### config.mk
export PLATFORM = sky130hd
export DESIGN_NAME = event_encoder_flat
export DESIGN_NICKNAME = d
export VERILOG_FILES = /design/src/rtl/event_encoder_if.sv /design/src/rtl/event_encoder.sv /design/src/flat_wrapper.sv
export SDC_FILE = /design/constraint.sdc
export NUM_CORES = 1
export LEC_CHECK = 0
export BUFFER_PORTS_ARGS = -buffer_cell sky130_fd_sc_hd__buf_2
export CORE_ASPECT_RATIO = 1.1
export CORE_MARGIN = 5
export CORE_UTILIZATION = 41
export CTS_CLUSTER_SIZE = 40
export DETAILED_ROUTE_END_ITERATION = 10
export HOLD_SLACK_MARGIN = 0.1
export PLACE_DENSITY = 0.79
export RECOVER_POWER = 50
export SYNTH_ARGS = -nofsm -noshare
export SYNTH_HDL_FRONTEND = slang
export SYNTH_SLANG_ARGS = --single-unit
### constraint.sdc
create_clock -name clk -period 1.5 [get_ports clk]
set_input_delay 0.075 -clock clk [delete_from_list [all_inputs] [get_ports clk]]
set_output_delay 0.075 -clock clk [all_outputs]
set_load 0.05 [all_outputs]
### src/rtl/event_encoder_if.sv
// event_encoder_if: bundle of the event inputs, the encoded-index output
// handshake and the status outputs of event_encoder.
//
// Handshake: the encoder drives out_valid and a; the consumer drives
// out_ready. A transfer happens on every rising clk edge where out_valid and
// out_ready are both high. While out_valid is high and out_ready is low, a and
// out_valid are held stable. out_valid only falls after a transfer (or on rst).
// out_valid does not depend combinationally on out_ready.
//
// Signals:
//   y          N  event pulses (one cycle high = one event on that line)
//   out_ready  1  consumer accepts the current index
//   out_valid  1  a holds a valid event index
//   a          W  encoded event index
//   pending    N  captured events not yet loaded into the output
//   busy       1  pending non-empty or out_valid
//   overflow   1  sticky lost-event flag
//
// Modports: master = the encoder, slave = the producer/consumer side.
interface event_encoder_if #(
   parameter int N = 8,
   parameter int W = 3
);
   logic [N-1:0] y;
   logic         out_ready;
   logic         out_valid;
   logic [W-1:0] a;
   logic [N-1:0] pending;
   logic         busy;
   logic         overflow;

   modport master (
      input  y, out_ready,
      output out_valid, a, pending, busy, overflow
   );

   modport slave (
      output y, out_ready,
      input  out_valid, a, pending, busy, overflow
   );
endinterface

### src/rtl/event_encoder.sv
// event_encoder: collects one-cycle event pulses on N lines into a pending
// set and emits the index of one pending event per transfer over a
// valid/ready handshake. The selection is either fixed priority (highest
// index wins, RR=0) or round-robin starting after the last loaded index
// (RR=1).
//
// Ports:
//   clk  rising-edge clock
//   rst  asynchronous, active-high reset
//   bus  event_encoder_if master modport (y, out_ready in; out_valid, a,
//        pending, busy, overflow out)
//
// Parameters: N event lines (2..256), W = clog2(N) index width,
//             RR = 0 fixed priority / 1 round-robin.
module event_encoder #(
   parameter int N  = 8,
   parameter int W  = 3,
   parameter int RR = 0
) (
   input  logic            clk,
   input  logic            rst,
   event_encoder_if.master bus
);

   logic [N-1:0] pending_q;
   logic [W-1:0] a_q;
   logic [W-1:0] ptr_q;
   logic         valid_q;
   logic         overflow_q;

   logic [W-1:0] sel;
   logic         slot_free;
   logic         load;
   logic [N-1:0] load_mask;
   logic [N-1:0] lost;

   // Candidate selection works on the registered pending set only, so y never
   // reaches a in the same cycle.
   always_comb begin
      int idx;
      sel = '0;
      idx = 0;
      if (RR == 0) begin
         // Ascending scan: the last hit is the highest set index.
         for (int i = 0; i < N; i++) begin
            if (pending_q[i]) sel = W'(i);
         end
      end else begin
         // Descending over the scan offset so that the last hit is the one
         // closest after ptr. ptr+1+k is at most 2N-1, so one wrap suffices.
         for (int k = N - 1; k >= 0; k--) begin
            idx = int'(ptr_q) + 1 + k;
            if (idx >= N) idx = idx - N;
            if (pending_q[W'(idx)]) sel = W'(idx);
         end
      end
   end

   assign slot_free = !valid_q || bus.out_ready;
   assign load      = slot_free && (|pending_q);

   always_comb begin
      load_mask = '0;
      if (load) load_mask[sel] = 1'b1;
   end

   // An event is lost when it hits a line that is still pending and is not
   // being moved to the output on this edge. The bit simply stays set.
   assign lost = bus.y & pending_q & ~load_mask;

   always_ff @(posedge clk or posedge rst) begin
      if (rst) begin
         pending_q  <= '0;
         a_q        <= '0;
         valid_q    <= 1'b0;
         overflow_q <= 1'b0;
         ptr_q      <= W'(N - 1);
      end else begin
         pending_q <= (pending_q & ~load_mask) | bus.y;
         if (|lost) overflow_q <= 1'b1;
         if (load) begin
            a_q     <= sel;
            valid_q <= 1'b1;
            ptr_q   <= sel;
         end else if (valid_q && bus.out_ready) begin
            // Slot drained with nothing to refill it; a keeps its last value.
            valid_q <= 1'b0;
         end
      end
   end

   assign bus.out_valid = valid_q;
   assign bus.a         = a_q;
   assign bus.pending   = pending_q;
   assign bus.busy      = (|pending_q) || valid_q;
   assign bus.overflow  = overflow_q;

endmodule

### src/flat_wrapper.sv
// flat-port wrapper written by rule: the top's interface ports become plain ports
module event_encoder_flat 
#(
   parameter int N  = 8,
   parameter int W  = 3,
   parameter int RR = 0
)
  (clk, rst, bus_y, bus_out_ready, bus_out_valid, bus_a, bus_pending, bus_busy, bus_overflow);
  event_encoder_if #(.N(N), .W(W)) bus_i ();
  input  logic clk;
  input  logic rst;
  input wire logic [$bits(bus_i.y)-1:0] bus_y;
  input wire logic [$bits(bus_i.out_ready)-1:0] bus_out_ready;
  output wire logic [$bits(bus_i.out_valid)-1:0] bus_out_valid;
  output wire logic [$bits(bus_i.a)-1:0] bus_a;
  output wire logic [$bits(bus_i.pending)-1:0] bus_pending;
  output wire logic [$bits(bus_i.busy)-1:0] bus_busy;
  output wire logic [$bits(bus_i.overflow)-1:0] bus_overflow;
  assign bus_i.y = bus_y;
  assign bus_i.out_ready = bus_out_ready;
  assign bus_out_valid = bus_i.out_valid;
  assign bus_a = bus_i.a;
  assign bus_pending = bus_i.pending;
  assign bus_busy = bus_i.busy;
  assign bus_overflow = bus_i.overflow;
  event_encoder #(.N(N), .W(W), .RR(RR)) u_core (.clk(clk), .rst(rst), .bus(bus_i));
endmodule
==> flow_summary.toml <==
[layout]
drive_gt1_frac = 0.4206
antenna_cells = 0
nets = 119
syn_to_final_growth_pct = 54.34
utilization = 0.6512

[synth]
ys.flop_type = "dfrtp_1"
syn-cell-area_sq_um = 649.4
synth_top_area_cell = "dfrtp_1"
synth_cell_types = 28
synthTopCellsByArea = "dfrtp_1, a21o_1, o21ai_0, o211ai_1, nor4_4"
syn_inst = 63
synth_fp_nets = 74
ys_warn_count = 0
synth-edff-count = 0
synth_commonest_cells = "dfrtp_1, inv_1, o21ai_0"
synth.most_common_cell = "dfrtp_1"
async_flop_share = 1.000
synth.ff_latch_count = 13
synth_top_area_share = 0.5010
avgSynthCellArea_sq_um = 10.31
synth_seq_area_share = 0.5010

[pwr]
p_leak_nw = 0.4229
p_total_mw = 0.7195
powerDensity_nw_per_um2 = 717.9
irDropWorstVdd_mv = 0.3847

[sta]
drv_slew = 0
tns_ns = -0.02086
worst_slack_ns = -0.02086
period_minus_slack_ns = 1.521
grt_setup_unrepaired = "yes"
maxSlewHeadroom = 0.5925
max_freq_ghz = 0.6575
hold_ws_ns = 0.1894
worst_slew_pin_slew_ns = 0.6139
setup_violations = 1
fin_skew_ns = 0.001867
finalHoldViolations = 0
post-route-period-util = 1.014

[placed_design]
io_buffer_count = 24
dp_hpwl_um = 1246
dp_slack_ns = -0.001012
gp_congestion = 0.8065

[critical_path]
endpoint_kind = "primary output"
cp.depth = 4
cp_max_fo = 3
r2r-start = "u_core.bus.pending[5]"
critPathLaunch = "u_core.bus.pending[5]"
critPathBufInv = 2
crit_path_start_kind = "flip-flop"
path_cells = "nor4_4 > buf_4 > nand3b_1 > buf_6"
worst-setup-path-type = "flip-flop to primary output"
cp_top_family = "flip-flops"
worst_path_largest_cell_delay_ns = 0.42
slowest_stage = "dfrtp_2"
r2r_cells = 5
critPathArrivalTime_ns = 1.45
crit_required_ns = 1.42

[floorplanning]
coreArea_sq_um = 1539
fp.dieW_um = 47.95
ios = 25
dieArea_sq_um = 2481
floorplan.initialDensity = 0.4220
num_rows = 15
dieHeight_um = 51.74

[clock_tree]
clockRootBuffer = "clkbuf_4"
worstSkewPairLatency_ns = 0.27
cts.sinks = 13
path_clk_slew_ns = 0.08
cts_made_buffers = 3
cts_tree = "done"
cts.path.max_buffers = 2
ctsHtreeMaxLevel = 1

[min_path]
hold_start = "bus_out_ready"
min_path_cells = 3
hold_path.class = "input pin to flip-flop"

[global_route]
grt_pass1_wl_um = 2967
grt_max_degree = 14
grt_pass1_vias = 646
grt_util_all_layers = 0.1712
antenna_found_initial = 0
overflow = 0

[routing]
drt_iter0_drc = 23
drt_pre_antenna_iters = 4
via_per_inst = 5.331
antenna_left = 0
wl_per_cell_um = 14.62
totalWireLength_um = 1813
vias = 661
drc = 0

[outcome]
violations = "negative setup slack"
outcome = "complete, but fails checks"

[job]
maxCapViolCount = 0
## repair_timing
action                                  in CTS  in global routing
resized for setup                            5                  0
pin swaps                                    1                  1
gates cloned                                 0                  0
endpoints found under the setup margin       2                  4
setup buffers                                1                  1
hold buffers                                 9                  0
endpoints found under the hold margin       22                  0
## registers in the layout, indices dropped and copies added (netlist names)
signal / cells
u_core.bus.a: 3
u_core.bus.out_valid: 1
u_core.bus.pending: 8
u_core.bus.overflow: 1
## report_power, final
group / leakage, nW / total [mW] / switching [mW] / internal (mW)
sequential: 0.118 / 0.369 / 0.00779 / 0.361
clock: 0.0150 / 0.217 / 0.114 / 0.103
combinational: 0.290 / 0.134 / 0.0827 / 0.0511
total: 0.423 / 0.719 / 0.204 / 0.515
## through the flow
stage,cell area [sq um],cells
floorplan,674.4,63
global placement,847.1,109
CTS,999.7,123
detailed placement,847.1,109
global route,1002,124
finish,1002,124
## cells by family after synthesis
logic type / synth area share
AOI/OAI and AO/OA: 0.2409
and+or+nand+nor: 0.2062
DFF: 0.5010
buffers and inverters: 0.03468
muxes: 0.01734
## final cells by class
class / instances / area [sq um]
clock buffers: 4 / 26.28
fillers: 121 / 536.8
inverters: 5 / 18.77
multi-input cells: 44 / 330.3
flip-flops and latches: 13 / 334.1
well taps: 17 / 21.27
repair buffers: 41 / 271.5
## layout by cell type (no fill, tap or decap), drive strengths merged
cell type / instances
mux2: 1
nor4b: 1
a22oi: 1
nand2b: 3
nor2: 2
nand3: 2
a21o: 4
buf: 28
nor4: 2
o21bai: 1
dfrtp: 13
and4: 1
nand2: 5
a21oi: 3
o21ai: 5
dlygate4sd3: 9
nor2b: 2
a31o: 1
o311ai: 1
o21a: 1
o31ai: 1
nor3: 1
nand3b: 1
a311o: 1
inv: 5
clkbuf: 8
a31oi: 1
o211ai: 3
## worst min-delay path, cell delays in order
cell     delay (ns)
buf_2          0.08
nor2b_1        0.10
o21ai_0        0.17
## final timing paths
kind                                         endpoint  slack, ns
worst min-delay path                  u_core.bus.a[2]       0.19
worst max register to register    u_core.bus.overflow          0
min in group asynchronous        u_core.bus.out_valid       0.35
worst min register to register        u_core.bus.a[1]       0.51
worst max-delay path                         bus_busy      -0.02
max in group asynchronous       u_core.bus.pending[2]       0.79
## per-layer routing
layer | up-vias | routed length, um | track usage
li1 | 320 | - | -
met1 | 308 | 724 | 0.2129
met2 | 31 | 933 | 0.2797
met3 | 2 | 135 | 0.02422
met4 | 0 | 19 | 0.08072
met5 | - | 0 | 0
No activity file was read; power rests on OpenSTA's default activity.
